[src/rtl/z_buffer_arbiter.sv]
// Depth-buffer arbiter: owns the Z RAM, sweeps the full-screen clear, and serialises
// depth-test read-compare-write transactions against display readback on the read port.
module z_buffer_arbiter #(
  parameter int              SCREEN_W  = 320,
  parameter int              SCREEN_H  = 240,
  parameter int              ADDR_W    = 17,
  parameter int              Z_W       = 16,
  parameter logic [Z_W-1:0]  CLEAR_VAL = 16'hFFFF
) (
  input  logic              clk_i,
  input  logic              reset_n_i,
  input  logic              frame_start_i,
  output logic              clear_busy_o,
  output logic              clear_done_o,
  input  logic              dt_req_i,
  input  logic [8:0]        dt_x_i,
  input  logic [7:0]        dt_y_i,
  input  logic [Z_W-1:0]    dt_z_i,
  output logic              dt_gnt_o,
  output logic              dt_resp_valid_o,
  output logic              dt_pass_o,
  input  logic              rb_req_i,
  input  logic [ADDR_W-1:0] rb_addr_i,
  output logic              rb_gnt_o,
  output logic              rb_valid_o,
  output logic [Z_W-1:0]    rb_data_o,
  output logic [ADDR_W-1:0] ram_addra_o,
  output logic [Z_W-1:0]    ram_dina_o,
  output logic              ram_wea_o,
  output logic [ADDR_W-1:0] ram_addrb_o,
  input  logic [Z_W-1:0]    ram_doutb_i
);

  localparam int NUM_PIX = SCREEN_W * SCREEN_H;
  localparam logic [ADDR_W-1:0] LAST_ADDR = ADDR_W'(NUM_PIX - 1);
  localparam logic [ADDR_W-1:0] END_CNT   = ADDR_W'(NUM_PIX);

  typedef enum logic [2:0] {
    S_CLEAR, S_IDLE, S_DT_RD, S_DT_CMP, S_RB_RD, S_RB_OUT
  } state_t;

  state_t            state, state_nxt;
  logic [ADDR_W-1:0] cnt, cnt_nxt;
  logic              clear_pend, clear_pend_nxt;
  logic              rr_rb, rr_rb_nxt;
  logic [ADDR_W-1:0] dt_addr, dt_addr_nxt;
  logic [Z_W-1:0]    dt_z, dt_z_nxt;
  logic              dt_ok, dt_ok_nxt;
  logic              rb_ok, rb_ok_nxt;

  logic              clear_busy_nxt, clear_done_nxt;
  logic              dt_resp_valid_nxt, dt_pass_nxt;
  logic              rb_valid_nxt;
  logic [Z_W-1:0]    rb_data_nxt;
  logic [ADDR_W-1:0] ram_addra_nxt, ram_addrb_nxt;
  logic [Z_W-1:0]    ram_dina_nxt;
  logic              ram_wea_nxt;

  logic              clear_req;
  logic [ADDR_W-1:0] pix_addr;
  logic              pix_in_range;
  logic              rb_in_range;

  assign clear_req    = clear_pend | frame_start_i;
  assign pix_addr     = ADDR_W'(dt_y_i) * ADDR_W'(SCREEN_W) + ADDR_W'(dt_x_i);
  assign pix_in_range = (32'(dt_x_i) < SCREEN_W) && (32'(dt_y_i) < SCREEN_H);
  assign rb_in_range  = 32'(rb_addr_i) < NUM_PIX;

  // A pending clear blocks both requesters; on contention the round-robin bit picks.
  assign dt_gnt_o = (state == S_IDLE) && !clear_req && dt_req_i && (!rb_req_i || !rr_rb);
  assign rb_gnt_o = (state == S_IDLE) && !clear_req && rb_req_i && (!dt_req_i || rr_rb);

  always_comb begin
    state_nxt         = state;
    cnt_nxt           = cnt;
    clear_pend_nxt    = clear_pend | frame_start_i;
    rr_rb_nxt         = rr_rb;
    dt_addr_nxt       = dt_addr;
    dt_z_nxt          = dt_z;
    dt_ok_nxt         = dt_ok;
    rb_ok_nxt         = rb_ok;
    clear_busy_nxt    = clear_busy_o;
    clear_done_nxt    = 1'b0;
    dt_resp_valid_nxt = 1'b0;
    dt_pass_nxt       = 1'b0;
    rb_valid_nxt      = 1'b0;
    rb_data_nxt       = rb_data_o;
    ram_addra_nxt     = ram_addra_o;
    ram_dina_nxt      = ram_dina_o;
    ram_wea_nxt       = 1'b0;
    ram_addrb_nxt     = ram_addrb_o;

    case (state)
      S_CLEAR: begin
        // A new frame request mid-sweep restarts from address 0 without a done pulse;
        // the extra cnt==END_CNT cycle lets busy drop one cycle after the last write.
        clear_pend_nxt = 1'b0;
        if (frame_start_i) begin
          cnt_nxt = '0;
        end else if (cnt == END_CNT) begin
          state_nxt      = S_IDLE;
          clear_busy_nxt = 1'b0;
        end else begin
          ram_wea_nxt    = 1'b1;
          ram_addra_nxt  = cnt;
          ram_dina_nxt   = CLEAR_VAL;
          clear_done_nxt = (cnt == LAST_ADDR);
          cnt_nxt        = cnt + 1'b1;
        end
      end
      S_IDLE: begin
        if (clear_req) begin
          state_nxt      = S_CLEAR;
          cnt_nxt        = '0;
          clear_busy_nxt = 1'b1;
          clear_pend_nxt = 1'b0;
        end else if (dt_gnt_o) begin
          state_nxt   = S_DT_RD;
          rr_rb_nxt   = ~rr_rb;
          dt_addr_nxt = pix_addr;
          dt_z_nxt    = dt_z_i;
          dt_ok_nxt   = pix_in_range;
          if (pix_in_range) ram_addrb_nxt = pix_addr;
        end else if (rb_gnt_o) begin
          state_nxt     = S_RB_RD;
          rr_rb_nxt     = ~rr_rb;
          rb_ok_nxt     = rb_in_range;
          ram_addrb_nxt = rb_addr_i;
        end
      end
      S_DT_RD: state_nxt = S_DT_CMP;
      S_DT_CMP: begin
        state_nxt         = S_IDLE;
        dt_resp_valid_nxt = 1'b1;
        if (dt_ok && (dt_z <= ram_doutb_i)) begin
          dt_pass_nxt   = 1'b1;
          ram_wea_nxt   = 1'b1;
          ram_addra_nxt = dt_addr;
          ram_dina_nxt  = dt_z;
        end
      end
      S_RB_RD: state_nxt = S_RB_OUT;
      S_RB_OUT: begin
        state_nxt    = S_IDLE;
        rb_valid_nxt = 1'b1;
        rb_data_nxt  = rb_ok ? ram_doutb_i : '0;
      end
      default: state_nxt = S_CLEAR;
    endcase
  end

  always_ff @(posedge clk_i or negedge reset_n_i) begin
    if (!reset_n_i) begin
      state           <= S_CLEAR;
      cnt             <= '0;
      clear_pend      <= 1'b0;
      rr_rb           <= 1'b0;
      dt_addr         <= '0;
      dt_z            <= '0;
      dt_ok           <= 1'b0;
      rb_ok           <= 1'b0;
      clear_busy_o    <= 1'b1;
      clear_done_o    <= 1'b0;
      dt_resp_valid_o <= 1'b0;
      dt_pass_o       <= 1'b0;
      rb_valid_o      <= 1'b0;
      rb_data_o       <= '0;
      ram_addra_o     <= '0;
      ram_dina_o      <= '0;
      ram_wea_o       <= 1'b0;
      ram_addrb_o     <= '0;
    end else begin
      state           <= state_nxt;
      cnt             <= cnt_nxt;
      clear_pend      <= clear_pend_nxt;
      rr_rb           <= rr_rb_nxt;
      dt_addr         <= dt_addr_nxt;
      dt_z            <= dt_z_nxt;
      dt_ok           <= dt_ok_nxt;
      rb_ok           <= rb_ok_nxt;
      clear_busy_o    <= clear_busy_nxt;
      clear_done_o    <= clear_done_nxt;
      dt_resp_valid_o <= dt_resp_valid_nxt;
      dt_pass_o       <= dt_pass_nxt;
      rb_valid_o      <= rb_valid_nxt;
      rb_data_o       <= rb_data_nxt;
      ram_addra_o     <= ram_addra_nxt;
      ram_dina_o      <= ram_dina_nxt;
      ram_wea_o       <= ram_wea_nxt;
      ram_addrb_o     <= ram_addrb_nxt;
    end
  end

endmodule

[config.mk]
export PLATFORM = sky130hd
export DESIGN_NAME = z_buffer_arbiter
export DESIGN_NICKNAME = d
export VERILOG_FILES = /design/src/rtl/z_buffer_arbiter.sv
export SDC_FILE = /design/constraint.sdc
export NUM_CORES = 1
export LEC_CHECK = 0
export ABC_CLOCK_PERIOD_IN_PS = 2900
export BUFFER_PORTS_ARGS = -buffer_cell sky130_fd_sc_hd__buf_2
export CAP_MARGIN = 20
export CORE_ASPECT_RATIO = 1.25
export CORE_MARGIN = 2
export CORE_UTILIZATION = 50
export CTS_BUF_LIST = sky130_fd_sc_hd__clkbuf_4 sky130_fd_sc_hd__clkbuf_8
export DETAILED_ROUTE_END_ITERATION = 8
export GPL_ROUTABILITY_DRIVEN = 0
export PLACE_DENSITY = 0.81
export SETUP_SLACK_MARGIN = 0.2
export SYNTH_ARGS = -nofsm -noshare
export SYNTH_HDL_FRONTEND = slang
export SYNTH_SLANG_ARGS = --single-unit
[constraint.sdc]
create_clock -name clk_i -period 2.9 [get_ports clk_i]
set_input_delay 0.58 -clock clk_i [delete_from_list [all_inputs] [get_ports clk_i]]
set_output_delay 0.58 -clock clk_i [all_outputs]
set_load 0.005 [all_outputs]
# [Yosys cells after proc, flatten, opt, wreduce, memory -nomap -nowiden]
# Cells that the tools add are included.
[classes] eq_ne=15 bitwise=4 mux=39 addsub=2 magnitude_cmp=4 n_reduce_logical=27 n_mul=1
[op_table] op="two-way mux 17 bit" count=9
[op_table] op="one-hot mux 17 bit (2 select lines)" count=2
[op_table] op="two-way mux 16 bit" count=4
[op_table] op="equality test 17 bit, second input constant" count=2
[op_table] op="one-hot mux 16 bit (2 select lines)" count=1
[op_table] op="adder 17 x 1 -> 17 bit, second input constant" count=1
[op_table] op="adder 17 x 9 -> 17 bit" count=1
[op_table] op="less-than comparator 17 bit, second input constant" count=1
[op_table] op="less-or-equal comparator 16 bit" count=1
[op_table] op="AND reduction 4 bit" count=4
[op_table] op="two-way mux 1 bit" count=15
[op_table] op="two-way mux 3 bit" count=5
[op_table] op="one-hot mux 3 bit (5 select lines)" count=1
[op_table] op="AND reduction 3 bit" count=4
[op_table] op="multiplier 8 x 3 -> 11 bit, second input constant" count=1
[op_table] op="inequality test 2 bit, second input constant" count=5
[op_table] op="less-than comparator 9 bit, second input constant" count=1
[op_table] op="less-than comparator 8 bit, second input constant" count=1
[op_table] op="logical AND 1 bit" count=7
[op_table] op="equality test 3 x 2 -> 1 bit, second input constant" count=2
[op_table] op="equality test 3 bit, second input constant" count=2
[op_table] op="nonzero test 2 bit" count=3
[op_table] op="logical NOT 1 bit" count=4
[op_table] op="inequality test 4 bit, second input constant" count=1
[op_table] op="9 further kinds" count=14
[totals] elab_cells=110 input_bits=71 output_inout_bits=74 register_bits=129

# [Logic depth before layout (Yosys ltp)]
[logic_depth] ltp_word=9 ltp_mapped=10 depth_no_buf=10

# [Worst setup path after synthesis]
# OpenSTA, ideal clock, no wires.
[synth_timing] path_type="input to register" from="in dt_y_i[1]" to="reg ram_addrb_o[15]" arrival_ps=2778 required_ps=2832 setup_slack_ps=54 n_path_buf=0 stages=10 cell_sequence="ha_1 > ha_1 > inv_1 > fa_1 > xnor2_1 > nand2b_1 > nor4_1 > nand3_1 > or3_1 > nand3_1"
[synth_via] elab_chain_len=4 elab_cells_between_ends=8
[synth_lines] element="start: declaration" line_no="17" text="input logic [7:0] dt_y_i,"
[synth_lines] element="multiplier 8 x 3 -> 11 bit / less-than comparator 8 bit (equally long branches)" line_no="65, 66"
[synth_lines] element="adder 17 x 9 -> 17 bit / logical AND 1 bit (equally long branches)" line_no="65, 66"
[synth_lines] element="two-way mux 17 bit / inequality test 2 x 1 -> 1 bit (equally long branches)"
[synth_lines] element="two-way mux 17 bit / AND reduction 4 bit (equally long branches)"
[synth_lines] element="end signal: assignment" line_no="190" text="ram_addrb_o <= ram_addrb_nxt;"
[synth_lines] element="end: declaration" line_no="30" text="output logic [ADDR_W-1:0] ram_addrb_o,"
# Several ways; a longest one is shown, not always the timed one. The select of a mux whose other input is x is not followed.
# A chain may end at the register's enable or synchronous reset.

# [Final worst setup path]
[layout_timing] from="reg state[2]" to="out dt_gnt_o"
[layout_via] elab_chain_len=4
[layout_lines] element="start: declaration" line_no="42" text="state_t state, state_nxt;"
[layout_lines] element="start signal: assignment" line_no="173" text="state <= state_nxt;"
[layout_lines] element="equality test 3 x 1 -> 1 bit" line_no="70" text="assign dt_gnt_o = (state == S_IDLE) && !clear_req && dt_req_i && (!rb_req_i || !rr_rb);"
[layout_lines] element="logical AND 1 bit (3 in a row)" line_no="70"
[layout_lines] element="end: declaration" line_no="19" text="output logic dt_gnt_o,"
# No other way between the ends.

==> out/qor.yml <==
setup_viol: 0
worstSetupEndpointType: "output pin"
cts.sinks: 129
cp_max_fo: 15
power_density_nw_per_um2: 477
clock.fmax_mhz: 395
layout_commonest_cell: "nand2_1"
placed_area_sq_um: 7710
async_flop_share_pct: 100
core_area_sq_um: 13200
reg2reg_depth: 9
cts_tree: "yes"
startpoint_type: "flop"
total_power_mw: 3.89
grt_pass1_wl_microns: 27700
cts_buffers: 17
die_x_microns: 108
io_buffers: 144
dominantRegCellSynth: "dfrtp_1"
synth_edf_count: 0
syn_to_final_growth_pct: 20.6
rsz0062_at_grt: "false"
reg2reg_setup_slack_ps: 410
cpMaxStageDelayCell: "dfrtp_1"
layout_common_cells: "nand2_1 (183), buf_2 (143), dfrtp_1 (128)"
diodes: 0
fin_skew_ps: 18.9
track_usage_pct: 24.3
drt_iter0_markers: 476
period_needed_ps: 2530
num_vias: 5854
synth_area_sq_um: 6750
pin_count: 145
syn-mean-instance-area_sq_um: 9.02
crit_start: "state[2]"
drv_cap: 0
final_util_pct: 61.6
postCtsSetupBuffers: 0
crit_required_ps: 2320
cts.root.buffer_cell: "clkbuf_8"
final_nets: 1006
gr-total-overflow: 0
drive_gt1_share_pct: 25.1
setup_tns_ps: 0
ys_seq_area_share_pct: 47.8
synth-seq-cells: 129
r2r_start: "cnt[0]"
synth_cells: 749
maxSlewHeadroom_pct: 59.3
hp-class: "in2async"
placementRows: 47
endpoint: "dt_gnt_o"
crit_chain: "nor2_1 > buf_4 > and3_1 > nand2_1 > clkinvlp_4 > buf_2"
regArea_sq_um: 3230
fill_cells: 1116
cts-htree-levels: 4
slew_viol_final: 0
totalWireLength_microns: 17000
initial_core_util_pct: 51.0
worst_slew_pin_slew_ps: 611
leakage_nw: 4.46
timing.final.crit_share_pct: 87.4
cp.arrival_ps: 1950
synth_nets: 855
firstDrtPassIters: 5
setup_ws_ps: 367
ys_types: 57
vias_per_cell: 5.41
multi_input_area_sq_um: 3170
critical_path_class: "reg2out"
die_h_microns: 134
antenna_left: 0
grt_antenna_before_repair: 0
dieArea_sq_um: 14500
slowest_delay_ps: 430
final_area_sq_um: 8150
avgRoutedWirePerCell_microns: 15.7
path_clk_slew_ps: 90
pre_cts_ws_ps: -22.5
clk_latency_ps: 450
finalHoldViolations: 0
clockBufferDepth: 2
drc: 0
grt_max_degree: 84
ir_drop_mv: 0.235
place.detailed.hpwl_microns: 12400
status: "complete, no violations"
grt_pass1_vias: 5717
reg2reg_to: "ram_addra_o[6]"
yosysWarnings: 0
[synth_stat cells, types with 5 or more instances]
| master | count | area share, % |
|---|---|---|
| a21o_1 | 6 | 0.67 |
| a21oi_1 | 27 | 2.0 |
| a31oi_1 | 13 | 1.2 |
| and2_1 | 5 | 0.46 |
| and3_1 | 8 | 0.74 |
| buf_6 | 8 | 1.3 |
| clkbuf_1 | 23 | 1.3 |
| dfrtp_1 | 128 | 47 |
| ha_1 | 33 | 6.1 |
| inv_1 | 49 | 2.7 |
| mux2_4 | 13 | 2.9 |
| mux2i_1 | 16 | 2.4 |
| nand2_1 | 183 | 10 |
| nand3_1 | 11 | 0.82 |
| nand4_1 | 13 | 1.2 |
| nor2_1 | 69 | 3.8 |
| nor2b_1 | 6 | 0.56 |
| nor3_1 | 6 | 0.44 |
| nor4_1 | 5 | 0.46 |
| o21ai_0 | 61 | 4.5 |
| xor2_1 | 5 | 0.65 |
[where the power goes]
part,internal (mW),switching (mW)
registers,1.81,0.00629
clock network,0.949,0.768
logic,0.158,0.202
total,2.91,0.976
[worst min-delay path by stage]
stage / startpoint / to / slack, ps / depth (start not counted)
after CTS: reset_n_i / rb_data_o[10] / 80 / 1
after global routing: reset_n_i / rb_data_o[10] / 100 / 1
after detailed placement: rb_data_o[10] / rb_data_o[10] / 470 / 2
after floorplan: reset_n_i / clear_done_o / 280 / 0
final: reset_n_i / rb_data_o[10] / 70 / 1
after global placement: rb_data_o[1] / rb_data_o[1] / 460 / 2
[critical path: cells and delay by family (launching register included)]
kind,cells,cell delay (ps)
and+or+nand+nor,3,370
DFF,1,430
buffers and inverters,3,700
[flip-flops by register name (all words and copies together), names as in the netlist, 3 cells and up]
| register | flops |
|---|---|
| ram_addrb_o | 17 |
| cnt | 17 |
| state | 3 |
| ram_dina_o | 16 |
| dt_z | 16 |
| dt_addr | 17 |
| rb_data_o | 16 |
| ram_addra_o | 17 |
[per-stage QoR]
step / std cells / hold slack (ps)
after CTS: 1083 / 78.1
final: 1083 / 65.2
after detailed placement: 1052 / 465
after global placement: 1052 / 456
after global routing: 1083 / 95.6
after floorplan: 749 / 284
[per-layer routing]
metal	vias to the layer above	GRT usage, %	part of all wire [%]
li1	2831	-	-
met5	-	0	0
met1	2763	29.9	41
met4	0	10.9	3.5
met3	44	4.91	5.4
met2	216	41.1	51
[area by class of cell]
cell class | instances | area share, %
Clock buffer | 17 | 2.87
Clock inverter | 14 | 2.47
Timing Repair Buffer | 165 | 11.1
Multi-Input combinational cell | 537 | 38.9
Tap cell | 171 | 2.63
Sequential cell | 129 | 39.6
Inverter | 50 | 2.35
[cells by family (layout without fill, tap and decap cells)]
logic type,Yosys count,after routing,synth area share (%)
buffers and inverters,83,246,5.67
AO/OA/AOI/OAI,137,137,12.1
adder cells (fa/ha/maj),35,35,6.71
AND/OR/NAND/NOR,324,324,20.7
multiplexers,33,33,5.93
flip-flops,129,129,47.8
XOR/XNOR,8,8,1.04
[repair_timing]
action,in CTS,in global routing
hold buffers,0,0
setup endpoints to repair,0,1
resized for setup,0,1
hold endpoints to repair,0,0
(Power assumes the default switching activity.)
